**src/rtl/seq_divider.sv**
```systemverilog
// seq_divider: radix-2 restoring divider for RV32M DIV/DIVU/REM/REMU, one quotient bit per clock.
// Defining SEQ_DIVIDER_FLUSH_EN adds a synchronous flush input that squashes the operation in flight.
module seq_divider #(
  parameter int WIDTH = 32
) (
  input  logic             clk,
  input  logic             rst_n,
`ifdef SEQ_DIVIDER_FLUSH_EN
  input  logic             flush,
`endif
  input  logic             start,
  input  logic [1:0]       op,
  input  logic [WIDTH-1:0] dividend,
  input  logic [WIDTH-1:0] divisor,
  output logic             busy,
  output logic             done,
  output logic [WIDTH-1:0] result
);
  localparam int CW = $clog2(WIDTH);
  typedef enum logic [1:0] {IDLE, CALC, DONE} state_t;
  state_t           state_q, state_d;
  logic [CW-1:0]    cnt_q, cnt_d;
  logic [WIDTH-1:0] r_q, r_d, q_q, q_d, d_q, d_d, result_q, result_d;
  logic             neg_q_q, neg_q_d, neg_r_q, neg_r_d, rem_q, rem_d;
  logic             busy_q, busy_d, done_q, done_d;
  logic             flush_i, a_neg, b_neg, ovf;
  logic [WIDTH-1:0] a_mag, b_mag;
  logic [WIDTH:0]   shifted, trial;
`ifdef SEQ_DIVIDER_FLUSH_EN
  assign flush_i = flush;
`else
  assign flush_i = 1'b0;
`endif
  always_comb begin
    a_neg    = ~op[0] & dividend[WIDTH-1];
    b_neg    = ~op[0] & divisor[WIDTH-1];
    a_mag    = a_neg ? -dividend : dividend;
    b_mag    = b_neg ? -divisor : divisor;
    ovf      = ~op[0] && dividend == {1'b1, {(WIDTH-1){1'b0}}} && &divisor;
    shifted  = {r_q, q_q[WIDTH-1]};
    trial    = shifted - {1'b0, d_q};
    state_d  = state_q;
    cnt_d    = cnt_q;
    r_d      = r_q;
    q_d      = q_q;
    d_d      = d_q;
    neg_q_d  = neg_q_q;
    neg_r_d  = neg_r_q;
    rem_d    = rem_q;
    result_d = result_q;
    busy_d   = done_q ? 1'b0 : busy_q;
    done_d   = 1'b0;
    if (state_q == IDLE && start && !busy_q) begin
      busy_d  = 1'b1;
      rem_d   = op[1];
      neg_q_d = 1'b0;
      neg_r_d = 1'b0;
      cnt_d   = '0;
      state_d = CALC;
      // Special cases skip iteration and land their final Q/R unsigned.
      if (divisor == '0) begin
        q_d     = '1;
        r_d     = dividend;
        state_d = DONE;
      end else if (ovf) begin
        q_d     = {1'b1, {(WIDTH-1){1'b0}}};
        r_d     = '0;
        state_d = DONE;
      end else begin
        q_d     = a_mag;
        r_d     = '0;
        d_d     = b_mag;
        neg_q_d = a_neg ^ b_neg;
        neg_r_d = a_neg;
      end
    end else if (state_q == CALC) begin
      q_d     = {q_q[WIDTH-2:0], ~trial[WIDTH]};
      r_d     = trial[WIDTH] ? shifted[WIDTH-1:0] : trial[WIDTH-1:0];
      cnt_d   = cnt_q + 1'b1;
      state_d = cnt_q == CW'(WIDTH-1) ? DONE : CALC;
    end else if (state_q == DONE) begin
      result_d = rem_q ? (neg_r_q ? -r_q : r_q) : (neg_q_q ? -q_q : q_q);
      done_d   = 1'b1;
      state_d  = IDLE;
    end
    if (flush_i) begin
      state_d = IDLE;
      busy_d  = 1'b0;
      done_d  = 1'b0;
    end
  end
  always_ff @(posedge clk or negedge rst_n) begin
    if (!rst_n) begin
      state_q  <= IDLE;
      cnt_q    <= '0;
      r_q      <= '0;
      q_q      <= '0;
      d_q      <= '0;
      neg_q_q  <= 1'b0;
      neg_r_q  <= 1'b0;
      rem_q    <= 1'b0;
      result_q <= '0;
      busy_q   <= 1'b0;
      done_q   <= 1'b0;
    end else begin
      state_q  <= state_d;
      cnt_q    <= cnt_d;
      r_q      <= r_d;
      q_q      <= q_d;
      d_q      <= d_d;
      neg_q_q  <= neg_q_d;
      neg_r_q  <= neg_r_d;
      rem_q    <= rem_d;
      result_q <= result_d;
      busy_q   <= busy_d;
      done_q   <= done_d;
    end
  end
  assign busy   = busy_q;
  assign done   = done_q;
  assign result = result_q;
endmodule

```
**config.mk**
```make
export PLATFORM = sky130hd
export DESIGN_NAME = seq_divider
export DESIGN_NICKNAME = d
export VERILOG_FILES = /design/src/rtl/seq_divider.sv
export SDC_FILE = /design/constraint.sdc
export NUM_CORES = 1
export LEC_CHECK = 0
export BUFFER_PORTS_ARGS = -buffer_cell sky130_fd_sc_hd__buf_4
export CAP_MARGIN = 20
export CORE_MARGIN = 5
export CORE_UTILIZATION = 55
export CTS_CLUSTER_SIZE = 40
export DETAILED_ROUTE_END_ITERATION = 7
export PLACE_DENSITY = 0.78
export SYNTH_ARGS = -nofsm -noshare
export SYNTH_HDL_FRONTEND = slang
export SYNTH_SLANG_ARGS = --single-unit
export TNS_END_PERCENT = 30
```
**constraint.sdc**
```tcl
create_clock -name clk -period 2.85 [get_ports clk]
set_input_delay 0.57 -clock clk [delete_from_list [all_inputs] [get_ports clk]]
set_output_delay 0.57 -clock clk [all_outputs]
set_load 0.1 [all_outputs]
```
==> results.ini <==
[synthesis]
syn_nets = 1505
syn-cell-area_mm2 = 0.0110
synthCells = 1396
syn_avg_cell_area_um2 = 7.86
synthTopCellsByArea = dfrtp_1 32%, xor2_1 6.9%, a21oi_1 6.0%
synth-edff-count = 0
synth_seq_cells = 140
yosysSeqAreaShare_pct = 31.9
yosysWarnings = 0
ys_types = 58
synth.top_cell.area_share_pct = 31.9
async_flop_share_pct = 100
synth_top_area_cell = dfrtp_1
ys.flop_type = dfrtp_1

[worst_setup_path]
crit_path_end_kind = flop
path_class = reg -> reg
r2r_start = q_q[6]
critPathCapture = result[19]
required_ns = 3.15
crit_path_cell_trace = or4_4, or4_4, or3_4, buf_4, buf_4, o31ai_1, xor2_1, nor3_1, a21oi_1, o21ai_1
worstPathArrival_ns = 3.41
rr_endpoint = result[19]
startpoint = q_q[6]
slowest_delay_ns = 0.57
worstRegToRegCells = 10
worst_setup_path_start_kind = flop
crit_fanout = 5
reg2reg_slack_ns = -0.27
slowest_stage = or4_4

[cells_and_area]
fin_util_pct = 73.2
syn2layout_area_growth_pct = 30.2
layout.nets = 1727
num_antenna_cells = 0
drive_above_1_share_pct = 23.9
layout.cells.non_filler = 1895
fillers = 1488

[sta]
final_hold_viol_count = 0
worstMarginPinSlew_ns = 1.09
finalCriticalPeriod_ns = 3.12
setup-tns-final_ns = -3.83
finalCritPeriodShare_pct = 109
drv_slew = 0
relSlewSlack_pct = 27.3
fin_ws_ns = -0.269
setup_viol = 40
max_freq_mhz = 321
fin_skew_ns = 0.00815
rsz0062_at_grt = yes

[clock_network]
ctsHtreeMaxLevel = 4
clock_latency_ns = 0.42
cts_tree = built
cts-buffers-inserted = 17
holdBufCountCts = 0
clkTransAtPathRegs_ns = 0.06
clkSinkCount = 140
cts_root_buffer = clkbuf_16
cts_buffer_depth = 2

[placement]
dpl.hpwl_mm = 25.7
dp.cells = 1850
gp_congestion = 0.926
place.port_buffers = 102

[drt]
viasPerCell = 6.07
drt-total-wl_mm = 34.7
wire_per_inst_um = 18.3
num_vias = 11500
dr.pass1.iters = 6
drt_iter0_drc = 984
detail-route-antenna-nets = 0
drc = 0

[die]
row_count = 51
die_w_um = 151
coreArea_mm2 = 0.0195
start_util_pct = 56.2
fp.dieH_um = 151
ioPinCount = 103
die_area_mm2 = 0.0229

[pwr]
switching_share_pct = 21.8
pwr-share-comb_pct = 6.9
p_leak_nw = 6.22
p_switching_mw = 1.06
finalPower_mw = 4.88
p_per_area_mw_per_mm2 = 341
power.internal_mw = 3.81
power_frac_seq_pct = 40.8
ir_worst_vdd_uv = 362
pwr-share-clk_pct = 52.4

[grt]
grt_antenna_before_repair = 0
grt_max_degree = 68
grt_remaining_overflow = 0
grt_pass1_vias = 10600
grt_first_pass_wirelength_mm = 54.0
gr-usage-all-layers_pct = 29.5

[flow_run]
drv_cap = 0

[run_status]
violations = setup timing
outcome = finished, violations left

[hold_path]
hold_path.class = in -> async

routing by layer:
metal  part of all wire (%)  wire [µm]  up-vias  GRT usage [%]
met3                    8.5       2940       72           4.58
li1                       -          -     5447              -
met4                    2.5        872        0           8.02
met5                      0          0        -              0
met1                     41      14200     5432           38.9
met2                     48      16600      561           50.4
stage by stage:
| stage | cell area (µm²) | hold WS (ns) | worst slack (ns) |
|---|---|---|---|
| 6_report | 14300 | 0.149 | -0.269 |
| 5_1_grt | 14300 | 0.178 | -0.321 |
| 4_1_cts | 14100 | 0.176 | -0.216 |
| 3_5_place_dp | 13100 | 0.455 | -0.629 |
| 3_3_place_gp | 13100 | 0.435 | -0.590 |
| 2_1_floorplan | 11000 | 0.274 | -0.0573 |
cell usage after synthesis, drive strengths merged (2+ instances only):
cell and number:
a21o 6, ha 39, nor2 110, and2 4
inv 52, nand3b 3, a221oi 10, a211oi 19
nand4 15, a32oi 14, or4 13, dfrtp 140
or3 24, a31oi 18, o21ai 161, xor2 87
nor3b 2, o41ai 13, o21bai 3, or2 7
o22ai 15, o211ai 7, o221ai 6, nand3 20
a22oi 5, nor2b 10, nor4 13, and3 12
a21oi 131, nand2b 20, xnor2 63, o21a 6
o31a 3, nor3 36, buf 22, mux2i 20
nand2 164, o31ai 32, clkbuf 62
how the worst min path moves through the flow:
stage / start / end / slack, ns / depth (start not counted)
4_1_cts: rst_n / result[28] / 0.18 / 1
3_3_place_gp: done / busy / 0.44 / 1
6_report: rst_n / result[28] / 0.15 / 1
2_1_floorplan: rst_n / busy / 0.27 / 0
3_5_place_dp: done / busy / 0.45 / 1
5_1_grt: rst_n / result[28] / 0.18 / 1
flip-flops by register name, summed over array words and instances (netlist names):
register,count
d_q,32
cnt_q,5
neg_r_q,1
r_q,32
result,32
q_q,32
neg_q_q,1
rem_q,1
state_q,2
done,1
busy,1
layout by cell type, fill, tap and decap left out, types with 11 or more instances in the layout:
cell type,instances
clkbuf_16,17
o21ai_1,43
nand3_1,17
o22ai_1,14
nor3_1,32
mux2i_1,15
or3_1,13
xnor2_1,63
nand4_1,15
a211oi_1,15
ha_1,37
o21ai_0,115
xor2_1,87
nor2_1,109
a21oi_1,129
inv_1,51
dfrtp_1,140
nand2b_1,17
a31oi_1,16
a32oi_1,14
nor4_1,13
or3_4,11
and3_1,12
nand2_1,164
buf_4,272
o31ai_1,22
power groups by stage:
stage                     registers, mW  clock network [mW]  logic (mW)
after global routing               1.99                2.66       0.366
after global placement             2.02                   0       0.329
after floorplan                    2.02                   0       0.118
after detailed placement           2.02                   0       0.332
final                              1.99                2.56       0.335
after CTS                          1.99                2.55       0.333
cell type report:
cell class / instances / area [µm²] / area share (%)
repair buffers: 287 / 2300 / 16.1
clock buffers: 20 / 457 / 3.19
well taps: 265 / 332 / 2.32
inverters: 52 / 195 / 1.37
multi-input cells: 1120 / 7290 / 51.0
clock inverters: 11 / 215 / 1.51
flip-flops and latches: 140 / 3500 / 24.5
cell families after synthesis:
logic type	after synthesis	share of synthesized area, %
buffers and inverters	136	4.90
muxes	20	1.82
adders and majority gates	40	4.63
DFF	140	31.9
and+or+nand+nor	456	19.8
AOI/OAI and AO/OA	454	25.0
xor gates and xnor gates	150	12.0
worst max-delay path, delay by kind of cell (launching register included):
family                 cells  cell delay (ns)
buffers and inverters      2             0.27
XOR/XNOR                   1             0.23
AND/OR/NAND/NOR            4             1.54
AO/OA/AOI/OAI              3             0.56
flip-flops                 1             0.37
timing repair:
action	in CTS	in global routing
buffers inserted	7	5
pin swaps	15	19
gates cloned	3	0
setup endpoints to repair	46	56
gates resized for setup	28	48
(Power assumes the default switching activity.)
